### src/rtl/eth_tx_fcs_insert.sv
// Appends CRC-32 FCS (and optional zero pad) to a byte-stream frame; one registered output stage.
// Input byte accepted at edge N is on m_data in cycle N+1; s_ready drops while the output is stalled or in pad/FCS.
module eth_tx_fcs_insert #(
  parameter bit          PAD_EN  = 1'b1,
  parameter int unsigned MIN_LEN = 60
) (
  input  logic       clk,
  input  logic       rstn,
  input  logic [7:0] s_data,
  input  logic       s_valid,
  input  logic       s_last,
  output logic       s_ready,
  output logic [7:0] m_data,
  output logic       m_valid,
  output logic       m_last,
  input  logic       m_ready,
  output logic       frame_done
);

  typedef enum logic [1:0] {ST_DATA, ST_PAD, ST_FCS} state_t;

  localparam logic [8:0] MIN9 = 9'(MIN_LEN);
  localparam logic [7:0] MIN8 = 8'(MIN_LEN);

  state_t      state, state_nxt;
  logic [31:0] crc;
  logic [31:0] crc_result;
  logic [7:0]  cnt;
  logic [7:0]  cnt_inc;
  logic [8:0]  cnt_p1;
  logic [1:0]  idx;
  logic [7:0]  fcs_byte;
  logic        out_free;
  logic        accept;

  // Reflected CRC-32 (poly 0x04C11DB7), one byte per call.
  function automatic logic [31:0] crc_byte(input logic [31:0] c, input logic [7:0] d);
    logic [31:0] r;
    r = c ^ {24'h0, d};
    for (int i = 0; i < 8; i++)
      r = r[0] ? ((r >> 1) ^ 32'hEDB8_8320) : (r >> 1);
    return r;
  endfunction

  assign out_free   = !m_valid || m_ready;
  assign accept     = s_valid && s_ready;
  assign cnt_p1     = {1'b0, cnt} + 9'd1;
  assign cnt_inc    = (cnt >= MIN8) ? cnt : cnt + 8'd1;
  assign crc_result = ~crc;

  always_ff @(posedge clk) begin
    if (!rstn) state <= ST_DATA;
    else       state <= state_nxt;
  end

  always_comb begin
    state_nxt = state;
    case (state)
      ST_DATA: if (accept && s_last)
                 state_nxt = (PAD_EN && (cnt_p1 < MIN9)) ? ST_PAD : ST_FCS;
      ST_PAD:  if (out_free && (cnt_p1 == MIN9)) state_nxt = ST_FCS;
      ST_FCS:  if (out_free && (idx == 2'd3)) state_nxt = ST_DATA;
      default: state_nxt = ST_DATA;
    endcase
  end

  always_comb begin
    s_ready    = rstn && (state == ST_DATA) && out_free;
    frame_done = m_valid && m_ready && m_last;
    case (idx)
      2'd0:    fcs_byte = crc_result[7:0];
      2'd1:    fcs_byte = crc_result[15:8];
      2'd2:    fcs_byte = crc_result[23:16];
      default: fcs_byte = crc_result[31:24];
    endcase
  end

  always_ff @(posedge clk) begin
    if (!rstn) begin
      m_data  <= 8'h00;
      m_valid <= 1'b0;
      m_last  <= 1'b0;
      crc     <= 32'hFFFF_FFFF;
      cnt     <= 8'd0;
      idx     <= 2'd0;
    end else begin
      case (state)
        ST_DATA: begin
          if (accept) begin
            m_data  <= s_data;
            m_valid <= 1'b1;
            m_last  <= 1'b0;
            crc     <= crc_byte(crc, s_data);
            cnt     <= cnt_inc;
          end else if (out_free) begin
            m_valid <= 1'b0;
          end
        end
        ST_PAD: begin
          if (out_free) begin
            m_data  <= 8'h00;
            m_valid <= 1'b1;
            m_last  <= 1'b0;
            crc     <= crc_byte(crc, 8'h00);
            cnt     <= cnt_inc;
          end
        end
        ST_FCS: begin
          // crc stays frozen until the last FCS byte so all four bytes share one value
          if (out_free) begin
            m_data  <= fcs_byte;
            m_valid <= 1'b1;
            m_last  <= (idx == 2'd3);
            idx     <= idx + 2'd1;
            if (idx == 2'd3) begin
              crc <= 32'hFFFF_FFFF;
              cnt <= 8'd0;
            end
          end
        end
        default: ;
      endcase
    end
  end

endmodule

### config.mk
export PLATFORM = sky130hd
export DESIGN_NAME = eth_tx_fcs_insert
export DESIGN_NICKNAME = d
export VERILOG_FILES = /design/src/rtl/eth_tx_fcs_insert.sv
export SDC_FILE = /design/constraint.sdc
export NUM_CORES = 1
export LEC_CHECK = 0
export BUFFER_PORTS_ARGS = -buffer_cell sky130_fd_sc_hd__buf_2
export CORE_MARGIN = 4
export CORE_UTILIZATION = 40
export DETAILED_ROUTE_END_ITERATION = 12
export GPL_TIMING_DRIVEN = 0
export HOLD_SLACK_MARGIN = 0.03
export PLACE_DENSITY = 0.63
export SLEW_MARGIN = 20
export SYNTH_ARGS = -nofsm -noshare
export SYNTH_HDL_FRONTEND = slang
export SYNTH_SLANG_ARGS = --single-unit
### constraint.sdc
create_clock -name clk -period 5.3 [get_ports clk]
set_input_delay 0.795 -clock clk [delete_from_list [all_inputs] [get_ports clk]]
set_output_delay 0.795 -clock clk [all_outputs]
set_load 0.01 [all_outputs]
==> results.py <==
metrics = {
    "grt": {
        "maximum_number_of_pins_on_one_net_before_global_route_repair": 17,
        "grt_pass1_wl_um": 21000,
        "vias_in_the_first_global_route": 3731,
        "initial_antenna_violation_count": 0,
        "grt_usage_pct": 21.4,
        "grt_overflow_total": 0,
    },
    "sta": {
        "setup-violations-final": 0,
        "max_clock_freq_ghz": 0.370,
        "holdWs_ns": 0.504,
        "final_max_tran_viols": 0,
        "worstMarginPinSlew_ns": 0.798,
        "grt_setup_unrepaired": "false",
        "layout_min_cycle_time_ns": 2.70,
        "slew-limit-headroom_pct": 46.4,
        "timing.final.hold_violations": 0,
        "totalNegativeSetupSlack_ns": 0,
        "final_worst_clock_skew_ns": 0.0153,
        "final_worst_path_cycle_share_pct": 51.0,
    },
    "final_layout": {
        "num_antenna_cells": 0,
        "num-fill-cells": 1094,
        "multiInputGateArea_mm2": 0.00295,
        "final_layout_size_suffix_gt1_share_pct": 11.4,
        "flip_flop_and_latch_area_mm2": 0.00108,
        "final_cells": 680,
        "postLayoutCoreUtil_pct": 44.9,
        "area_delta_synth_final_pct": 8.80,
        "finish.net_count": 566,
    },
    "die": {
        "ios": 25,
        "num_rows": 37,
        "die_h_um": 111,
        "initial_utilization_pct": 41.3,
        "die_w_um": 111,
        "floorplan.core_area_mm2": 0.0104,
        "dieArea_mm2": 0.0124,
    },
    "cts": {
        "post_cts_resized": 0,
        "holdBufCountCts": 0,
        "clk_root_buffer_cell": "sky130_fd_sc_hd__clkbuf_8",
        "cts_made_buffers": 5,
        "clk-insertion-delay-late_ns": 0.33,
        "cts_tree": "yes",
        "cts_num_sinks": 54,
        "cts.repair_timing.setup_buffer_count": 0,
        "cts.path.max_buffers": 2,
        "path_clk_slew_ns": 0.10,
        "h-tree-depth": 2,
    },
    "logic_synthesis": {
        "synth-main-ff-cell": "sky130_fd_sc_hd__dfxtp_1",
        "synth-edff-count": 0,
        "synth.top_cells.by_count": "sky130_fd_sc_hd__xnor2_1 (82), sky130_fd_sc_hd__dfxtp_1 (54), sky130_fd_sc_hd__nor2_1 (46), sky130_fd_sc_hd__a21oi_1 (43), sky130_fd_sc_hd__nand2_1 (37)",
        "synth-warning-count": 0,
        "yosysMostFrequentCell": "sky130_fd_sc_hd__xnor2_1",
        "yosysUniqueCellTypes": 55,
        "cell_accounting_for_the_most_synthesized_area": "sky130_fd_sc_hd__dfxtp_1",
        "synth_top_cells_by_area": "sky130_fd_sc_hd__dfxtp_1 (25%), sky130_fd_sc_hd__xnor2_1 (17%), sky130_fd_sc_hd__xor2_1 (6.3%), sky130_fd_sc_hd__a21oi_1 (5.0%), sky130_fd_sc_hd__nor2_1 (4.0%)",
        "avgSynthCellArea_um2": 8.36,
        "synth_area_mm2": 0.00428,
        "synth_top_area_share_pct": 25.3,
        "ys_seq_elements": 54,
        "syn_inst": 512,
        "ys_seq_area_share_pct": 25.3,
        "synth_async_sr_flop_share_pct": 0,
        "synth_fp_nets": 535,
    },
    "detailed_routing": {
        "final_antenna_net_count": 0,
        "vias": 3922,
        "detail_route.wirelength_um": 13400,
        "drtIter0Drc": 346,
        "remaining_drcs": 0,
        "routed_via_density": 5.77,
        "firstDrtPassIters": 5,
        "route.detailed.wl_per_inst_um": 19.7,
    },
    "worst_setup_path": {
        "crit_path_end_kind": "flip-flop",
        "maximum_net_fanout_on_the_critical_path": 10,
        "dominant_cell_type_by_count_on_the_critical_path": "sky130_fd_sc_hd__clkbuf_1",
        "worst_ep_required_time_ns": 5.53,
        "timing.setup.critical_path_class": "reg -> reg",
        "worst_ep_arrival_time_ns": 2.93,
        "critical-path-slowest-cell": "sky130_fd_sc_hd__clkbuf_1",
        "cp_startpoint_kind": "flip-flop",
        "cp_cell_sequence": "inv_1 -> ha_1 -> clkbuf_1 -> nor3_1 -> or2_2 -> clkbuf_1 -> buf_2 -> clkbuf_1 -> nand2_1 -> o311ai_2",
        "worst_path_largest_cell_delay_ns": 0.49,
    },
    "power": {
        "fin_total_pwr_w": 0.00323,
        "static-leakage-power_nw": 1.75,
        "max-vdd-ir-drop_uv": 254,
        "power_frac_seq_pct": 19.9,
        "power.density_mw_per_mm2": 694,
        "power_frac_clock_pct": 7.4,
        "power.net_switching_w": 0.00162,
        "p_sw_share_pct": 50.1,
        "internal_power_w": 0.00161,
        "comb_power_share_pct": 72.7,
    },
    "placement": {
        "place.port_buffers": 24,
        "dp_hpwl_um": 9930,
        "placedCellCount": 672,
        "gpl.final_weighted_congestion": 0.941,
    },
    "worst_hold_path": {
        "worst_hold_path_type": "reg -> reg",
    },
    "outcome": {
        "run_status": "finished, final reports clean",
    },
    "job": {
        "max_cap_violations": 0,
    },
}
==> through the flow <==
step,setup slack [ns],cell area (µm²)
final,2.60,4650
after CTS,2.62,4650
after detailed placement,2.36,4570
after global placement,2.39,4570
after floorplan,2.90,4280
after global routing,2.34,4650
==> path summary, 6_finish.rpt <==
kind	from	to	slack [ns]	cells past startpoint
setup reg to reg	state[1]$_SDFFE_PN0P_	crc[21]$_SDFFE_PN1P_	2.60	10
hold reg to reg	cnt[5]$_SDFFE_PN0P_	cnt[5]$_SDFFE_PN0P_	0.50	2
setup / recovery	state[1]$_SDFFE_PN0P_	crc[21]$_SDFFE_PN1P_	2.60	10
hold / removal	cnt[5]$_SDFFE_PN0P_	cnt[5]$_SDFFE_PN0P_	0.50	2
==> routing by layer <==
layer | GRT usage [%] | part of all wire (%) | up-vias
li1 | - | - | 1848
met1 | 30.3 | 45 | 1869
met2 | 33.2 | 44 | 174
met3 | 3.53 | 8.8 | 31
met4 | 6.89 | 2.4 | 0
met5 | 0 | 0 | -
==> critical path, delay by kind of cell (launching register included) <==
family / cells / cell delay (ns)
compound gates: 1 / 0.10
fa+ha+maj: 1 / 0.17
buf+inv: 5 / 1.23
flops: 1 / 0.39
simple gates: 3 / 0.73
==> sequential cells by signal, indices dropped and copies added (netlist names) <==
register / flops
cnt: 8
crc: 32
idx: 2
m_data: 8
m_last: 1
m_valid: 1
state: 2
==> kinds of logic (layout without fill, tap and decap cells) <==
family	count (synthesis)	in the layout	synth area share, %
compound gates	145	145	22.6
xor+xnor	127	127	30.5
fa+ha+maj	10	10	2.92
buf+inv	52	84	5.73
flops	54	54	25.3
mux	2	2	0.468
simple gates	122	122	12.5
==> power by group through the flow <==
stage | combinational, W | sequential (W) | clock (W)
global route | 0.00253 | 0.000656 | 0.000263
global placement | 0.00228 | 0.000643 | 0
CTS | 0.00232 | 0.000638 | 0.000247
detailed placement | 0.00230 | 0.000646 | 0
finish | 0.00235 | 0.000643 | 0.000240
floorplan | 0.00182 | 0.000615 | 0
==> layout make-up <==
type                            count  area share, %
Multi-Input combinational cell    406           63.4
Sequential cell                    54           23.2
Buffer                             36           3.98
Tap cell                          136           3.66
Timing Repair Buffer               24           2.58
Clock buffer                        6           1.56
Inverter                           16           1.29
Clock inverter                      2          0.296
==> cells in the final DEF (no fill, tap or decap), types with 3 or more instances in the layout <==
cell | netlist | final
sky130_fd_sc_hd__a211o_1 | 5 | 5
sky130_fd_sc_hd__a211oi_1 | 18 | 18
sky130_fd_sc_hd__a21oi_1 | 43 | 43
sky130_fd_sc_hd__a221o_1 | 5 | 5
sky130_fd_sc_hd__a31oi_1 | 5 | 5
sky130_fd_sc_hd__and3_1 | 3 | 3
sky130_fd_sc_hd__buf_2 | 4 | 28
sky130_fd_sc_hd__buf_4 | 5 | 5
sky130_fd_sc_hd__buf_6 | 3 | 3
sky130_fd_sc_hd__clkbuf_1 | 22 | 23
sky130_fd_sc_hd__clkbuf_8 | 0 | 5
sky130_fd_sc_hd__dfxtp_1 | 54 | 54
sky130_fd_sc_hd__ha_1 | 10 | 10
sky130_fd_sc_hd__inv_1 | 13 | 13
sky130_fd_sc_hd__nand2_1 | 37 | 37
sky130_fd_sc_hd__nand2b_1 | 4 | 4
sky130_fd_sc_hd__nand3_1 | 6 | 6
sky130_fd_sc_hd__nor2_1 | 46 | 46
sky130_fd_sc_hd__nor2b_1 | 7 | 7
sky130_fd_sc_hd__nor3_1 | 12 | 12
sky130_fd_sc_hd__o211ai_1 | 3 | 3
sky130_fd_sc_hd__o21ai_0 | 27 | 27
sky130_fd_sc_hd__o22ai_1 | 9 | 9
sky130_fd_sc_hd__o311ai_0 | 9 | 9
sky130_fd_sc_hd__o311ai_1 | 5 | 5
sky130_fd_sc_hd__xnor2_1 | 82 | 82
sky130_fd_sc_hd__xnor2_2 | 4 | 4
sky130_fd_sc_hd__xnor2_4 | 4 | 4
sky130_fd_sc_hd__xor2_1 | 31 | 31
(Power assumes the default switching activity.)
